**src/rtl/pointwise_mul_stream.sv**
```systemverilog
// Per-lane unsigned multiply by a loadable coefficient; POINTWISE_MUL_SAT_EN selects saturation over wrap.
// Latency: STAGES-1 cycles from accept edge to visible output; one transfer per cycle.
// Backpressure: combinational ready chain; any empty slot downstream keeps in_ready high.
module pointwise_mul_stream #(
    parameter int WIDTH      = 16,
    parameter int LANES      = 1,
    parameter int STAGES     = 2,
    parameter int COEFF_INIT = 2
) (
    input  logic                   clk,
    input  logic                   reset,
    input  logic [LANES*WIDTH-1:0] in_data,
    input  logic                   in_valid,
    input  logic                   in_last,
    output logic                   in_ready,
    input  logic [WIDTH-1:0]       coeff_data,
    input  logic                   coeff_load,
    output logic [LANES*WIDTH-1:0] out_data,
    output logic                   out_valid,
    output logic                   out_last,
    input  logic                   out_ready,
    output logic [31:0]            out_count
);

`ifdef POINTWISE_MUL_SAT_EN
    localparam bit SAT_EN = 1'b1;
`else
    localparam bit SAT_EN = 1'b0;
`endif

    localparam int PW = 2 * WIDTH;
    localparam int DW = LANES * PW;

    logic [WIDTH-1:0]  coeff;
    logic [DW-1:0]     prod;
    logic [DW-1:0]     slot_dat [STAGES];
    logic [STAGES-1:0] slot_vld;
    logic [STAGES-1:0] slot_last;
    logic [STAGES-1:0] rdy;

    // Slot k can take new contents if it or any slot after it is empty, or the sink is taking.
    always_comb begin
        for (int k = 0; k < STAGES; k++) begin
            rdy[k] = out_ready;
            for (int j = k; j < STAGES; j++) begin
                if (!slot_vld[j]) begin
                    rdy[k] = 1'b1;
                end
            end
        end
    end

    always_comb begin
        prod = '0;
        for (int i = 0; i < LANES; i++) begin
            prod[i*PW +: PW] = PW'(in_data[i*WIDTH +: WIDTH]) * PW'(coeff);
        end
    end

    always_ff @(posedge clk) begin
        if (reset) begin
            coeff     <= WIDTH'(COEFF_INIT);
            slot_vld  <= '0;
            slot_last <= '0;
            out_count <= '0;
            for (int k = 0; k < STAGES; k++) begin
                slot_dat[k] <= '0;
            end
        end else begin
            if (coeff_load) begin
                coeff <= coeff_data;
            end
            if (out_valid && out_ready) begin
                out_count <= out_count + 32'd1;
            end
            if (rdy[0]) begin
                slot_vld[0]  <= in_valid;
                slot_last[0] <= in_valid & in_last;
                if (in_valid) begin
                    slot_dat[0] <= prod;
                end
            end
            for (int k = 1; k < STAGES; k++) begin
                if (rdy[k]) begin
                    slot_vld[k]  <= slot_vld[k-1];
                    slot_last[k] <= slot_vld[k-1] & slot_last[k-1];
                    if (slot_vld[k-1]) begin
                        slot_dat[k] <= slot_dat[k-1];
                    end
                end
            end
        end
    end

    // Width reduction happens on the way out of the final slot.
    always_comb begin
        logic [WIDTH-1:0] lo;
        logic [WIDTH-1:0] hi;
        lo       = '0;
        hi       = '0;
        out_data = '0;
        for (int i = 0; i < LANES; i++) begin
            lo = slot_dat[STAGES-1][i*PW +: WIDTH];
            hi = slot_dat[STAGES-1][i*PW+WIDTH +: WIDTH];
            out_data[i*WIDTH +: WIDTH] = (SAT_EN && (hi != '0)) ? {WIDTH{1'b1}} : lo;
        end
    end

    assign out_valid = slot_vld[STAGES-1];
    assign out_last  = slot_vld[STAGES-1] & slot_last[STAGES-1];
    assign in_ready  = !reset && rdy[0];

endmodule

```
**config.mk**
```make
export PLATFORM = sky130hd
export DESIGN_NAME = pointwise_mul_stream
export DESIGN_NICKNAME = d
export VERILOG_FILES = /design/src/rtl/pointwise_mul_stream.sv
export SDC_FILE = /design/constraint.sdc
export NUM_CORES = 1
export LEC_CHECK = 0
export CAP_MARGIN = 20
export CELL_PAD_IN_SITES_DETAIL_PLACEMENT = 0
export CELL_PAD_IN_SITES_GLOBAL_PLACEMENT = 1
export CORE_MARGIN = 2
export CORE_UTILIZATION = 49
export CTS_BUF_LIST = sky130_fd_sc_hd__clkbuf_8
export DETAILED_ROUTE_END_ITERATION = 7
export PLACE_DENSITY = 0.91
export SYNTH_ARGS = -nofsm -noshare
export SYNTH_HDL_FRONTEND = slang
export SYNTH_SLANG_ARGS = --single-unit
```
**constraint.sdc**
```tcl
create_clock -name clk -period 11.8 [get_ports clk]
set_input_delay 2.95 -clock clk [delete_from_list [all_inputs] [get_ports clk]]
set_output_delay 2.95 -clock clk [all_outputs]
set_load 0.01 [all_outputs]
```
==> results.txt, run 1 <==
The pin slew with the least headroom to its limit is 989 ps, and the initial antenna violation count is 0. The cell sitting at the root of the clock tree is a clkbuf_8. The count of input and output buffers was 88. The met2 global-route usage is 0.292, and the leakage power summed over all cells is 0.00369 uW.

Number of warnings issued by yosys: 0. The tools report the number of setup buffers added after CTS as 0. The die covers 15900 um^2. Top achievable clock speed: 0.119 GHz. For this run, the leading register cell type out of synthesis is dfxtp_1. The number of nets in the synthesized netlist is 955. After floorplanning, the core was sized to cover 14500 um^2. For this run, the detailed router's first-pass iteration total came to 4.

The half-perimeter wire length after detailed placement was 11300 um. In this run the worst path has a maximum fanout of 11. The congestion estimate from routability-driven global placement came to 0.867.

Measured along the y axis, the die boundary spans 126 um. For this run, design rule violations remaining after detail routing come to 0. The first-pass GRT wire length is 24400 um. For this design the ratio of total power to cell area is 123 nW/um^2. The relative max-transition margin is 0.338, and the sequential area share after synthesis is 0.274.

OpenSTA, run right after detailed placement, puts the worst setup slack at 3050 ps. The met1 global-route usage came out at 0.285. The proportion of layout cells with a drive suffix above 1 works out to 0.0284.

The width of the die works out to 126 um. The number of antenna diodes in the final layout is 0. The tightest hold path in the finished design has a slack of 451 ps.

Across the routed clock network, the largest skew measured is 12.9 ps. Count of pins over their slew limit: 0. Dividing the detail-routed wire length by the instance count gives 14.1 um. The total of endpoints with negative setup slack in the final report is 0.

The tools report the total length of routed wires as 14500 um. The ratio of routed vias to standard cells came out at 4.92. The number of gates resized after CTS was 0.

The worst setup margin is 3400 ps. The number of library cell types mapped by synthesis came out at 41. Leaving out fill and tap cells, the most frequent cells in the layout are inv_1, nand2_1, clkdlybuf4s50_1, fa_1, and2_1. Once detail routing completed, the nets flagged for antenna violations numbered 0. The logs give 8500 ps for the arrival time at the worst endpoint and 0 for the number of hold buffers added after cts. For this design, the sink count on the clock tree is 84. Effective utilization at floorplan: 0.503. The synthesized instance count was 787; the async set or reset register ratio after synthesis was 0. The tools report the number of failing hold endpoints at the final stage as 0.

The synthesized design contains 32 enable-type register cells. Entering global routing, the biggest net connects 56 pins. The tools report the filler cell count in the final layout as 1334.

The launching element type of the critical path is an input port. Via total after detailed routing: 5060. The tools report the summed area of non-filler cells in the final layout as 8380 um^2. For this block, the initial DRC count from the detailed router was 279. Clock latency reported for the late side of the worst-skew pair: 370 ps.

In this run the worst hold path is classified as flip-flop to flip-flop. Data on the critical path is required at its endpoint by 11900 ps. The area added between synthesis and finish was 14.7%; the number of global-route vias before repair was 4764. Total placed cells including tap cells: 1013. The number of standard cells in the final layout excluding fillers came out at 1029.

VDD sags by at most 0.0725 mV. The run finished with clean final reports. Global route total overflow: 0.

The total CTS buffers is 9. The portion of the clock cycle consumed by the worst path in the final layout was 0.712. The tools report the total track usage as 0.192. The floorplan has 44 rows.

Setup repair after global routing left no endpoint under its margin. In the final design database the tool counted 1008 nets. The average instance area after synthesis works out to 9.29 um^2.

Element type at the critical path end: a flip-flop. Counting flops and latches in the post-synthesis netlist gives 84. The maximum root-to-sink buffer count came out at 2. The leading cell type in the layout, fill and taps excluded is inv_1. In the final timing run, aggregate negative setup slack is 0 ps.

The global-route met3 utilization is 0.0259, and the placed standard-cell area is 8180 um^2. TritonCTS built the clock tree. For the number of top-level design ports, the log shows 89. Startpoint-to-endpoint class of the critical path: input port to flip-flop.

For the finished layout, the period the worst path requires is 8400 ps. Deepest level of the CTS H-tree: 3. For the mapped cell area, the log shows 7310 um^2. The clock-pin slew on the worst setup and hold paths was 90 ps. The layer carrying the most global-route usage was met2. The tool flagged a number of max-cap violations equal to 0.
==> state kept, by name (all words and copies together) (netlist names) <==
register   cells
out_count     32
slot_last      2
slot_dat      32
slot_vld       2
coeff         16
==> cell type report <==
type,count,area (um^2),share of cell area
multi-input cells,542,4630,0.553
flip-flops and latches,84,2000,0.239
repair buffers,89,883,0.105
inverters,114,428,0.0510
well taps,184,230,0.0275
clock buffers,9,124,0.0148
clock inverters,7,81.3,0.00970
==> stage by stage <==
step                power, uW  utilization
global placement          825        0.563
CTS                      1050        0.577
finish                   1030        0.577
global route             1120        0.577
detailed placement        829        0.563
floorplan                 713            -
==> power breakdown <==
part	internal, uW	total (uW)	switching, uW
sequential	333	349	15.8
combinational	215	469	254
clock	101	215	114
total	650	1030	384
==> routing by layer <==
layer  vias up  share of wire  wire, um
met4         0          0.017       242
met5         -              0         0
met2       105           0.47      6860
met1      2425           0.47      6830
met3        12          0.040       576
li1       2518              -         -
==> cells by family after synthesis <==
logic type | after synthesis | synth area share
compound gates | 37 | 0.0335
xor+xnor | 65 | 0.0798
fa+ha+maj | 130 | 0.305
buf+inv | 161 | 0.0922
flops | 84 | 0.274
mux | 16 | 0.0219
simple gates | 294 | 0.194
==> worst max-delay path, stage by stage <==
cell and delay, ps:
clkdlybuf4s50_1 700, and2_1 330, fa_1 530, inv_1 50, fa_1 560, fa_1 450
fa_1 490, inv_1 50, fa_1 520, inv_1 60, fa_1 530, inv_1 40
ha_1 340, nor2b_1 160, or4_1 400, o22ai_1 150, xor2_1 160, nor2_1 50
==> synthesized netlist by cell type (11+ instances only) <==
cell type,number,area share
and2_1,73,0.062
buf_4,17,0.017
clkbuf_1,23,0.012
dfxtp_1,52,0.14
edfxtp_1,32,0.13
fa_1,80,0.22
ha_1,50,0.086
inv_1,114,0.059
mux2i_1,16,0.022
nand2_1,110,0.056
nor2_1,66,0.034
o21ai_0,11,0.0075
xnor2_1,33,0.040
xor2_1,31,0.037
==> path summary, 6_finish.rpt <==
kind	from	endpoint	slack, ps	depth (start not counted)
worst max-delay path	in_data[5]	slot_dat[0][14]	3400	18
worst min-delay path	slot_last[1]	slot_last[1]	450	2
worst max register to register	coeff[3]	slot_dat[0][14]	6160	16
worst min register to register	slot_last[1]	slot_last[1]	450	2
Power figures use the tool's default switching activity.
==> inputs of run 2 (changes only) <==
--- a/config.mk
+++ b/config.mk
@@ -9,10 +9,10 @@
 export CELL_PAD_IN_SITES_DETAIL_PLACEMENT = 0
 export CELL_PAD_IN_SITES_GLOBAL_PLACEMENT = 1
 export CORE_MARGIN = 2
-export CORE_UTILIZATION = 49
+export CORE_UTILIZATION = 41
 export CTS_BUF_LIST = sky130_fd_sc_hd__clkbuf_8
 export DETAILED_ROUTE_END_ITERATION = 7
-export PLACE_DENSITY = 0.91
+export PLACE_DENSITY = 0.81
 export SYNTH_ARGS = -nofsm -noshare
 export SYNTH_HDL_FRONTEND = slang
 export SYNTH_SLANG_ARGS = --single-unit
==> constraint.sdc (replaced) <==
create_clock -name clk -period 7.29 [get_ports clk]
set_input_delay 1.8225 -clock clk [delete_from_list [all_inputs] [get_ports clk]]
set_output_delay 1.8225 -clock clk [all_outputs]
set_load 0.01 [all_outputs]
==> run 2 against run 1 <==
  * Critical path depth unchanged
  * Wire length rose by 7.0%
  * Clock skew shrank 0.58 ps
==> results.txt, run 2 (synthesized netlist as in run 1, its figures left out) <==
The maximum root-to-sink buffer count came out at 2 (unchanged). The run finished with clean final reports. The logs give 0.200 (was 0.208) for the clock share of power and 5104 (was 4764) for the number of global-route vias before repair.

The via total after detailed routing is 5210 (was 5060). The average detailed-routed wire length per instance is 14.2 um (was 14.1 um). The portion of the clock cycle consumed by the worst path in the final layout is 0.960, and the number of hold buffers added after cts is 0 (unchanged). Largest vdd supply drop: 0.109 mV (was 0.0725 mV). For the relative max-transition margin, the log shows 0.290 (was 0.338).

For the core area, the log shows 17400 um^2 (was 14500 um^2). The library cell used as clock root buffer was clkbuf_8 (unchanged). For the portion of total power attributed to combinational logic, the log shows 0.471 (was 0.454).

The run gives 288 ps (was 3400 ps) as the worst setup margin. The run gives 12400 um (was 11300 um) as the half-perimeter wire length after detailed placement. The leakage power summed over all cells was 0.00382 uW (was 0.00369 uW); the largest fanout on the critical path was 5 (was 11). Proportion of layout cells with a drive suffix above 1: 0.0573 (was 0.0284).

The tools report the number of top-level design ports as 89 (unchanged). For the clock skew, the log shows 12.3 ps (was 12.9 ps). Startpoint of the most critical hold path: slot_last[1] (unchanged).

The run gives 0.853 (was 0.867) as the routability congestion estimate from global placement. The global route total overflow is 0 (unchanged). The switching power share of the total was 0.360 (was 0.371); the residual DRC count was 0 (unchanged).

The startpoint-to-endpoint class of the critical path was input port to flip-flop (unchanged). Sequence of cells on the critical path: clkdlybuf4s50_1 > and2_1 > fa_1 > inv_1 > fa_1 > fa_1 > fa_1 > inv_1 > fa_1 > inv_1 > fa_1 > inv_1 > ha_1 > nor2b_1 > or4_1 > o22ai_1 > xor2_1 > nor2_1 (unchanged). Count of pins over their slew limit: 0 (unchanged). The run gives 0 (unchanged) as the number of setup buffers added after CTS.

Element type at the critical path end: a flip-flop (unchanged). Power per cell area: 199 nW/um^2 (was 123 nW/um^2). The total CTS buffers is 9 (unchanged), and the ratio of routed vias to standard cells is 4.75 (was 4.92).

Number of clock sinks seen by CTS: 84 (unchanged). TritonCTS built the clock tree. Setup repair after global routing left no endpoint under its margin. The first-pass GRT wire length is 25800 um (was 24400 um), and the clock-pin slew on the worst setup and hold paths is 90 ps (about the same). The tools report the number of placement rows as 48 (was 44). The initial DRC count was 247 (was 279); the width of the die was 138 um (was 126 um).

Pin slew with the least headroom to its limit: 1060 ps (was 989 ps). For the total design power, the log shows 1720 uW (was 1030 uW). The cell type with the highest occurrence count on the critical path was fa_1 (unchanged). The tools report the total length of routed wires as 15500 um (was 14500 um). Origin of the critical flop-to-flop path: coeff[3] (unchanged). For the smallest hold slack, the log shows 463 ps (was 451 ps).

The run gives 0.143 GHz as the top achievable clock speed. The worst setup path startpoint is in_data[5] (unchanged). For the share of the core filled with cells in the final layout, the log shows 0.498 (was 0.577). The leading cell type in the layout, fill and taps excluded is inv_1 (unchanged). The run gives 0.177 (was 0.192) as the total track usage. Leading registers by flop count: out_count (32), slot_dat (32), coeff (16) (unchanged). Class of the tightest hold or removal check: flip-flop to flip-flop (unchanged).

The area added between synthesis and finish came out at 18.2% (was 14.7%). The minimum setup slack after placement is -128 ps (was 3050 ps). For the largest net degree at the start of global routing, the log shows 56 (unchanged). Leading cell types in the layout, fill and taps excluded: inv_1, nand2_1, clkdlybuf4s50_1, fa_1, and2_1 (unchanged). The run gives 7400 ps (was 11900 ps) as the data required time of the critical path. The worst stage delay on the critical path came out at 560 ps (was 700 ps). The arrival time at the worst endpoint came out at 7110 ps (was 8500 ps). The residual antenna-violating net count after detailed routing is 0 (unchanged). Standard cell with the maximum stage delay on the critical path: fa_1 (was clkdlybuf4s50_1).

The launching element type of the critical path was an input port (unchanged). The tools report the number of failing hold endpoints at the final stage as 0 (unchanged). The tools report the number of resized instances in the post-cts repair step as 0 (unchanged).

The final net count is 1035 (was 1008), and the internal power of the cells is 1100 uW (was 650 uW). The logs give 619 uW (was 384 uW) for the net switching power and 1 (was 0) for the initial antenna violation count. The diode insertion count for antenna repair was 0 (unchanged). The total of endpoints with negative setup slack in the final report was 0 (unchanged); the effective utilization at floorplan was 0.421 (was 0.503). The count of input and output buffers is 88 (unchanged), and the deepest level of the CTS H-tree is 3 (unchanged).

The number of detailed-routing iterations run before antenna repair was 5 (was 4); the floorplan die height was 138 um (was 126 um). The run gives 0.330 (was 0.338) as the sequential share of power. For the finished layout, the period the worst path requires is 7000 ps. The die footprint came out at 18900 um^2 (was 15900 um^2). For the count of maximum capacitance violations, the log shows 0 (unchanged). The clock latency reported for the late side of the worst-skew pair was 380 ps (was 370 ps).
[run 2: cell count changes in the layout (fill, tap and decap cells not counted), sizes merged]
cell    change
buf        +27
inv         +1
clkinv      -1
[run 2: power by group through the flow]
stage          Clock (uW)  Combinational, uW  Sequential [uW]
4_1_cts               355                825              568
3_5_place_dp            0                819              579
2_1_floorplan           0                596              559
5_1_grt               371                937              573
3_3_place_gp            0                814              579
6_report              343                810              567
[run 2: worst max-delay path: cells and delay by family]
family                   cells  cell delay [ps]
AO/OA/AOI/OAI                1              150
AND/OR/NAND/NOR              4              850
buffers and inverters        5              740
adder cells (fa/ha/maj)      7             3350
XOR/XNOR                     1              160
[run 2: worst paths after layout]
kind	end	slack (ps)	cells after the start
setup / recovery	slot_dat[0][14]	290	18
hold / removal	slot_last[1]	460	2
setup reg to reg	slot_dat[0][14]	1750	16
hold reg to reg	slot_last[1]	460	2
[run 2: area by class of cell]
cell class                      count  area (um^2)
Clock buffer                        9          124
Clock inverter                      7         72.6
Fill cell                        1690         8720
Inverter                          114          428
Multi-Input combinational cell    542         4630
Sequential cell                    84         2000
Tap cell                          225          282
Timing Repair Buffer              116         1100
[run 2: per-layer routing]
metal,vias to the layer above,routed length [um],GRT usage
met4,2,306,0.0561
li1,2577,-,-
met3,23,733,0.0401
met1,2513,7350,0.252
met5,-,13,0
met2,95,7130,0.268
[run 2: through the flow]
stage,cell area [um^2],TNS (ps),std cells
floorplan,7310,0,787
global placement,8440,-121,1081
detailed placement,8440,-205,1081
CTS,8640,0,1097
global route,8640,0,1097
finish,8640,0,1097
